[config.mk]
export PLATFORM = sky130hd
export DESIGN_NAME = mem_split_arb2
export DESIGN_NICKNAME = d
export VERILOG_FILES = /design/src/rtl/mem_split_arb2.sv
export SDC_FILE = /design/constraint.sdc
export NUM_CORES = 1
export LEC_CHECK = 0
export ABC_AREA = 1
export CORE_AREA = 2 2 121 123
export DETAILED_ROUTE_END_ITERATION = 12
export DIE_AREA = 0 0 123 125
export PLACE_DENSITY_LB_ADDON = 0.25
export SYNTH_ARGS = -nofsm -noshare
export SYNTH_HDL_FRONTEND = slang
export SYNTH_SLANG_ARGS = --single-unit
[constraint.sdc]
create_clock -name clk_i -period 2.9 [get_ports clk_i]
set_input_delay 0.435 -clock clk_i [delete_from_list [all_inputs] [get_ports clk_i]]
set_output_delay 0.435 -clock clk_i [all_outputs]
set_load 0.02 [all_outputs]
[src/rtl/mem_split_arb2.sv]
// Two-master split-bus arbiter with round-robin grant and a read tag FIFO.
// Read responses return in order and route to the master that issued them.
module mem_split_arb2 #(
   parameter int RD_DEPTH = 4
) (
   input  logic        clk_i,
   input  logic        arst_n_i,
   input  logic        m0_req_i,
   input  logic        m0_we_i,
   input  logic [31:0] m0_addr_bi,
   input  logic [3:0]  m0_be_bi,
   input  logic [31:0] m0_wdata_bi,
   output logic        m0_ack_o,
   output logic        m0_resp_o,
   output logic [31:0] m0_rdata_bo,
   input  logic        m1_req_i,
   input  logic        m1_we_i,
   input  logic [31:0] m1_addr_bi,
   input  logic [3:0]  m1_be_bi,
   input  logic [31:0] m1_wdata_bi,
   output logic        m1_ack_o,
   output logic        m1_resp_o,
   output logic [31:0] m1_rdata_bo,
   output logic        s_req_o,
   output logic        s_we_o,
   output logic [31:0] s_addr_bo,
   output logic [3:0]  s_be_bo,
   output logic [31:0] s_wdata_bo,
   input  logic        s_ack_i,
   input  logic        s_resp_i,
   input  logic [31:0] s_rdata_bi,
   output logic        err_o
);

   localparam int AW = $clog2(RD_DEPTH);
   localparam int CW = AW + 1;
   localparam logic [CW-1:0] FULL_CNT = CW'(RD_DEPTH);

   typedef enum logic [1:0] {
      IDLE,
      HOLD0,
      HOLD1
   } state_t;

   state_t          state_q;
   logic            last_q;
   logic            win;
   logic            grant;
   logic            sel_req;
   logic            sel_we;
   logic            accept;
   logic            push;
   logic            pop;
   logic            tag_full;
   logic            head;
   logic [AW-1:0]   wptr_q;
   logic [AW-1:0]   rptr_q;
   logic [CW-1:0]   cnt_q;
   logic            tag_q [RD_DEPTH];
   logic            err_q;

   always_comb begin
      win = 1'b0;
      if (m0_req_i && m1_req_i)
         win = ~last_q;
      else if (m1_req_i)
         win = 1'b1;
   end

   always_comb begin
      grant = win;
      case (state_q)
         HOLD0:   grant = 1'b0;
         HOLD1:   grant = 1'b1;
         default: grant = win;
      endcase
   end

   assign sel_req    = grant ? m1_req_i    : m0_req_i;
   assign sel_we     = grant ? m1_we_i     : m0_we_i;
   assign s_we_o     = sel_we;
   assign s_addr_bo  = grant ? m1_addr_bi  : m0_addr_bi;
   assign s_be_bo    = grant ? m1_be_bi    : m0_be_bi;
   assign s_wdata_bo = grant ? m1_wdata_bi : m0_wdata_bi;

   // A pop in the same cycle frees a slot, so a full FIFO can still take a read.
   assign pop      = s_resp_i & (cnt_q != '0);
   assign tag_full = (cnt_q == FULL_CNT) & ~pop;

   assign s_req_o = arst_n_i & sel_req & ~(~sel_we & tag_full);
   assign accept  = s_req_o & s_ack_i;
   assign push    = accept & ~sel_we;

   assign m0_ack_o = accept & ~grant;
   assign m1_ack_o = accept & grant;

   assign head        = tag_q[rptr_q];
   assign m0_resp_o   = pop & ~head;
   assign m1_resp_o   = pop & head;
   assign m0_rdata_bo = m0_resp_o ? s_rdata_bi : '0;
   assign m1_rdata_bo = m1_resp_o ? s_rdata_bi : '0;
   assign err_o       = err_q;

   always_ff @(posedge clk_i or negedge arst_n_i) begin
      if (!arst_n_i) begin
         state_q <= IDLE;
         last_q  <= 1'b1;
      end else begin
         if (accept)
            last_q <= grant;
         case (state_q)
            IDLE: begin
               if (s_req_o && !s_ack_i)
                  state_q <= grant ? HOLD1 : HOLD0;
            end
            HOLD0: begin
               if (!m0_req_i || accept)
                  state_q <= IDLE;
            end
            HOLD1: begin
               if (!m1_req_i || accept)
                  state_q <= IDLE;
            end
            default: state_q <= IDLE;
         endcase
      end
   end

   always_ff @(posedge clk_i or negedge arst_n_i) begin
      if (!arst_n_i) begin
         wptr_q <= '0;
         rptr_q <= '0;
         cnt_q  <= '0;
         err_q  <= 1'b0;
      end else begin
         if (push)
            wptr_q <= wptr_q + AW'(1);
         if (pop)
            rptr_q <= rptr_q + AW'(1);
         cnt_q <= cnt_q + CW'(push) - CW'(pop);
         if (s_resp_i && (cnt_q == '0))
            err_q <= 1'b1;
      end
   end

   always_ff @(posedge clk_i) begin
      if (push)
         tag_q[wptr_q] <= grant;
   end

endmodule

# --- Word-level counts from Yosys, hierarchy flattened ---
# Memories as Yosys holds them, arrays and structs flattened.
# Cells that the tools add are included.
op_classes:
  n_addsub: 4
  mul: 0
  div_mod_pow: 0
  n_lt_le_gt_ge: 0
  n_eq_ne: 6
  n_shift: 0
  muxes: 17
  bitwise_logic: 17
  reduce_logical: 12
op_table:
  columns: ["op", "count"]
  rows:
  - ["$mux 32", 4]
  - ["$and 1x1->1", 11]
  - ["$mux 2", 4]
  - ["$mux 1", 6]
  - ["$ne 2x2->1 const B", 3]
  - ["$not 1->1", 6]
  - ["$pmux 2 s3", 1]
  - ["$add 2x1->2 const B", 2]
  - ["$mux 4", 1]
  - ["$add 3x1->3", 1]
  - ["$eq 3x3->1 const B", 1]
  - ["$logic_and 1x1->1", 3]
  - ["$logic_not 1->1", 3]
  - ["$logic_not 3->1", 1]
  - ["$reduce_and 3->1", 1]
  - ["$reduce_bool 3->1", 1]
  - ["$sub 3x1->3", 1]
  - ["$eq 2x1->1 const B", 1]
  - ["$eq 2x2->1 const B", 1]
  - ["$logic_not 2->1", 1]
  - ["$logic_or 1x1->1", 2]
  - ["$pmux 1 s2", 1]
totals:
  regBits: 11
  latchBits: 0
  mem_bits_rw: 4
  mem_bits_ro: 0
  inputBits: 176
  output_inout_bits: 139
  word_cells: 63
  memories: 1
mem_list:
  columns: ["memory", "words", "word_bits", "read_ports", "rd_ports_with_merged_regs", "wr", "line_no", "source"]
  rows:
  - ["tag_q", 4, 1, 1, 0, 1, "59", "logic tag_q [RD_DEPTH];"]

# --- Longest topological paths before layout ---
logic_depth:
  ltp_word: 12
  mapped_depth: 12
  ltp_nobuf: 12

# --- Least setup slack after synthesis ---
# Ideal clock, no wire load.
synth_timing:
  path_type: "register to register"
  startpoint: "register state_q[0]"
  endpoint: "register cnt_q[2]"
  setup_ps: 122
  arrival_time_ps: 1983
  slack_ps: 795
  stages_incl_launch_ff: 13
  path_buffers: 0
  synth_period_minus_slack_ps: 2105
  path_cell_list: "dfrtp_1 inv_1 ha_1 inv_1 nand3_2 nand2_1 nand2_1 and2_1 nand4_2 inv_1 ha_1 fa_1 xnor2_1"
synth_via:
  elab_chain_cells: 11
synth_rtl:
  columns: ["item", "line_no", "source"]
  rows:
  - ["from (decl)", "45", "state_t state_q;"]
  - ["from (signal assigned)", "114", "state_q <= grant ? HOLD1 : HOLD0;"]
  - ["$eq 2x2->1 / $eq 2x1->1 (equally long branches)", "72", "case (state_q)"]
  - ["$pmux 1 s2 (*)", "72", null]
  - ["$mux 1", "80", "assign sel_we = grant ? m1_we_i : m0_we_i;"]
  - ["$not 1->1", "90, 92", null]
  - ["$and 1x1->1", "90", "assign s_req_o = arst_n_i & sel_req & ~(~sel_we & tag_full);"]
  - ["$not 1->1", "90", null]
  - ["$and 1x1->1", "90", null]
  - ["$and 1x1->1", "91", "assign accept = s_req_o & s_ack_i;"]
  - ["$and 1x1->1 (*)", "92", "assign push = accept & ~sel_we;"]
  - ["$add 3x1->3 (*)", "140", "cnt_q <= cnt_q + CW'(push) - CW'(pop);"]
  - ["$sub 3x1->3 (*)", "140", null]
  - ["to (signal assigned)", "140", null]
  - ["to (decl)", "58", "logic [CW-1:0] cnt_q;"]
# Every way passes the cells marked *; elsewhere a longest branch is shown, timed or not.
# A chain may end at the register's enable or synchronous reset.

# --- Worst setup path after layout ---
layout_timing:
  startpoint: "register state_q[0]"
  endpoint: "output s_addr_bo[11]"
layout_via:
  elab_chain_cells: 3
layout_rtl:
  columns: ["item", "line_no", "source"]
  rows:
  - ["$eq 2x2->1 / $eq 2x1->1 (equally long branches)", "72", null]
  - ["$pmux 1 s2 (*)", "72", null]
  - ["$mux 32 (*)", "82", "assign s_addr_bo = grant ? m1_addr_bi : m0_addr_bi;"]
  - ["to (decl)", "26", "output logic [31:0] s_addr_bo,"]
# Marks and branches as above.

==> results.py <==
metrics = {
    "yosys": {
        "synthesis.nets": 621,
        "yosysMostFrequentCell": "nand2_1",
        "netlist_instances": 435,
        "syn_avg_cell_area_um2": 5.255,
        "synth-seq-cells": 15,
        "synth_flop_cell": "dfrtp_1",
        "synthesis.area_mm2": 0.002286,
        "yosys-top-cells-area": "nand2_1, dfrtp_1, inv_1",
        "synth_top_area_frac": 0.3793,
        "ys_types": 28,
        "ys_warn_count": 0,
        "yosys-top-cells-count": "nand2_1, inv_1, nor2_1",
        "ys_seq_area_frac": 0.1735,
        "synth_top_cell_by_area": "nand2_1",
        "synthArstFlopShare": 0.7333,
        "synth_edf_count": 4,
    },
    "sta": {
        "skew_ps": 2.598,
        "drv_slew": 0,
        "hold_violations": 0,
        "finalWorstSetupSlack_ps": 94.58,
        "setup_tns_ps": 0,
        "finalSetupViolations": 0,
        "tightest_slew_ps": 325.4,
        "achievable-frequency_ghz": 0.3565,
        "period_needed_ps": 2805,
        "fin_crit_sh": 0.9674,
        "rsz0062_at_grt": "yes",
        "hold_ws_ps": 469.8,
        "slew_headroom": 0.7827,
    },
    "critical_path": {
        "arrival_ps": 2370,
        "reg2reg_from": "state_q[0]$_DFFE_PN0P_",
        "cp-start-kind": "register",
        "cp_common_cell": "nand2_1",
        "critPathKind": "register to output port",
        "crit_fanout": 12,
        "cp-startpoint": "state_q[0]$_DFFE_PN0P_",
        "crit_required_ps": 2470,
        "cp-end-kind": "output port",
        "r2r_slack_ps": 500,
        "max_stage_delay_ps": 610,
        "cp_slowest_cell": "clkdlybuf4s50_1",
        "cp_cell_sequence": "inv_1, ha_1, nand2_1, nand2_2, inv_2, buf_4, nand2_1, nand2_1, clkdlybuf4s50_1",
    },
    "clocking": {
        "clk_latency_ps": 250,
        "clk_path_buf_depth": 2,
        "post_cts_resized": 0,
        "cts.sinks": 15,
        "postCtsHoldBufs": 0,
        "cts_buffers": 3,
        "cts_setup_buffers": 0,
        "cts_root_buffer": "clkbuf_16",
        "cts_tree": "done",
        "cts.htree.levels": 1,
        "cts.clk_slew.worst_paths_ps": 50,
    },
    "floorplan": {
        "io_pins": 315,
        "num_rows": 44,
        "die-width_um": 123,
        "die_h_um": 125,
        "start_util": 0.1609,
        "core_mm2": 0.01420,
        "die_area_mm2": 0.01538,
    },
    "drt": {
        "drtIter0Drc": 76,
        "wl_mm": 12.50,
        "firstDrtPassIters": 5,
        "via_per_inst": 3.896,
        "avgRoutedWirePerCell_um": 13.48,
        "antenna_left": 0,
        "num_vias": 3612,
        "drcViolationCount": 0,
    },
    "power_and_ir_drop": {
        "power_density_mw_per_mm2": 793.4,
        "p_leak_nw": 3.375,
        "ir_drop_uv": 448.0,
        "power.total_mw": 4.700,
    },
    "grt": {
        "antenna_found_initial": 0,
        "grt_max_degree": 49,
        "grt_usage": 0.1482,
        "grt_pass1_vias": 3331,
        "grt_pass1_wl_mm": 17.58,
        "grt_remaining_overflow": 0,
        "met3_usage": 0.06296,
        "busiest_layer": "met2",
        "grtUsageMet2": 0.3042,
        "met1_usage": 0.1276,
    },
    "run": {
        "cap_viol_max_count": 0,
    },
    "placement": {
        "place_congestion": 0.8419,
        "portBuffers": 314,
        "hpwl_mm": 10.86,
        "pre_cts_slack_ps": 89.64,
    },
    "status": {
        "status": "finished clean",
    },
    "worst_hold_path": {
        "min_path_type": "register to register",
        "holdCritStartpoint": "err_o$_DFFE_PN0P_",
    },
    "layout": {
        "fill_cells": 1482,
        "layout-drive-gt1-share": 0.09152,
        "nNetsFinal": 930,
        "fin_util": 0.4170,
        "multi_input_area_mm2": 0.001523,
        "diodes": 0,
        "seq_area_um2": 396.6,
        "synthToLayoutAreaGrowth_pct": 159.1,
    },
}
## cells by family (layout without fill, tap and decap cells)
family	Yosys count	count (layout)	synth area share
DFF	15	15	0.1735
and+or+nand+nor	317	317	0.5709
buffers and inverters	84	392	0.1615
AOI/OAI and AO/OA	6	6	0.02463
adders and majority gates	10	10	0.05802
xor gates and xnor gates	3	3	0.01150
## cells in the final DEF, fill, tap and decap left out
cell / n
xnor2_1: 1
clkinv_2: 1
a21oi_4: 1
edfxtp_1: 4
ha_1: 9
a21oi_1: 1
a32o_1: 1
inv_2: 5
a31o_2: 1
nor2_1: 44
nand2_2: 1
nand2_1: 230
nor2_2: 30
dlymetal6s2s_1: 59
dfrtp_1: 10
and2_1: 1
buf_12: 7
nor2_4: 1
nand3_2: 2
a22o_1: 1
dfstp_2: 1
nor3_1: 1
buf_4: 12
nand3_1: 6
xor2_1: 2
clkdlybuf4s50_1: 245
nand4_2: 1
fa_1: 1
inv_1: 58
o21a_1: 1
clkbuf_16: 4
buf_6: 1
## worst paths after layout
| kind | depth (start not counted) | end |
|---|---|---|
| max in group asynchronous | 2 | last_q$_DFFE_PN1N_ |
| min in group asynchronous | 2 | rptr_q[0]$_DFFE_PN0P_ |
| worst min-delay path | 1 | err_o$_DFFE_PN0P_ |
| worst max register to register | 13 | cnt_q[2]$_DFF_PN0_ |
| worst max-delay path | 9 | s_addr_bo[11] |
| worst min register to register | 1 | err_o$_DFFE_PN0P_ |
## registers in the layout, summed over array words and instances (netlist names)
signal and flops:
state_q 2, wptr_q 2, rptr_q 2, last_q 1, err_o 1, tag_q 4, cnt_q 3
## power breakdown
group          switching [mW]  internal (mW)  leakage, nW  total (mW)
combinational            2.28           1.78         3.17        4.07
clock                  0.0824          0.184       0.0409       0.266
sequential             0.0555          0.312        0.164       0.368
total                    2.42           2.28         3.38        4.70
## per-layer routing
| layer | vias up | wire length [um] | share of wire |
|---|---|---|---|
| met4 | 0 | 289 | 0.023 |
| met5 | - | 0 | 0 |
| li1 | 1868 | - | - |
| met3 | 15 | 1642 | 0.13 |
| met1 | 1532 | 3742 | 0.30 |
| met2 | 197 | 6822 | 0.55 |
## worst max-delay path, delay by kind of cell, from the launching register on
family | cells | cell delay, ps
flops | 1 | 370
buf+inv | 4 | 1040
fa+ha+maj | 1 | 310
simple gates | 4 | 390
## area by class of cell
cell class                 instances  share of cell area
inverter                          63             0.03992
sequential                        15             0.06696
clock inverter                     1           0.0008450
tap                              184             0.03887
clock buffer                       3             0.01267
timing repair buffer             325              0.5837
multi-input combinational        336              0.2571
## through the flow
stage               std cells  instance area (um^2)
floorplan                 435                  2286
global placement          922                  5667
detailed placement        922                  5667
CTS                       926                  5747
global route              927                  5923
finish                    927                  5923
No activity file was read; power rests on OpenSTA's default activity.
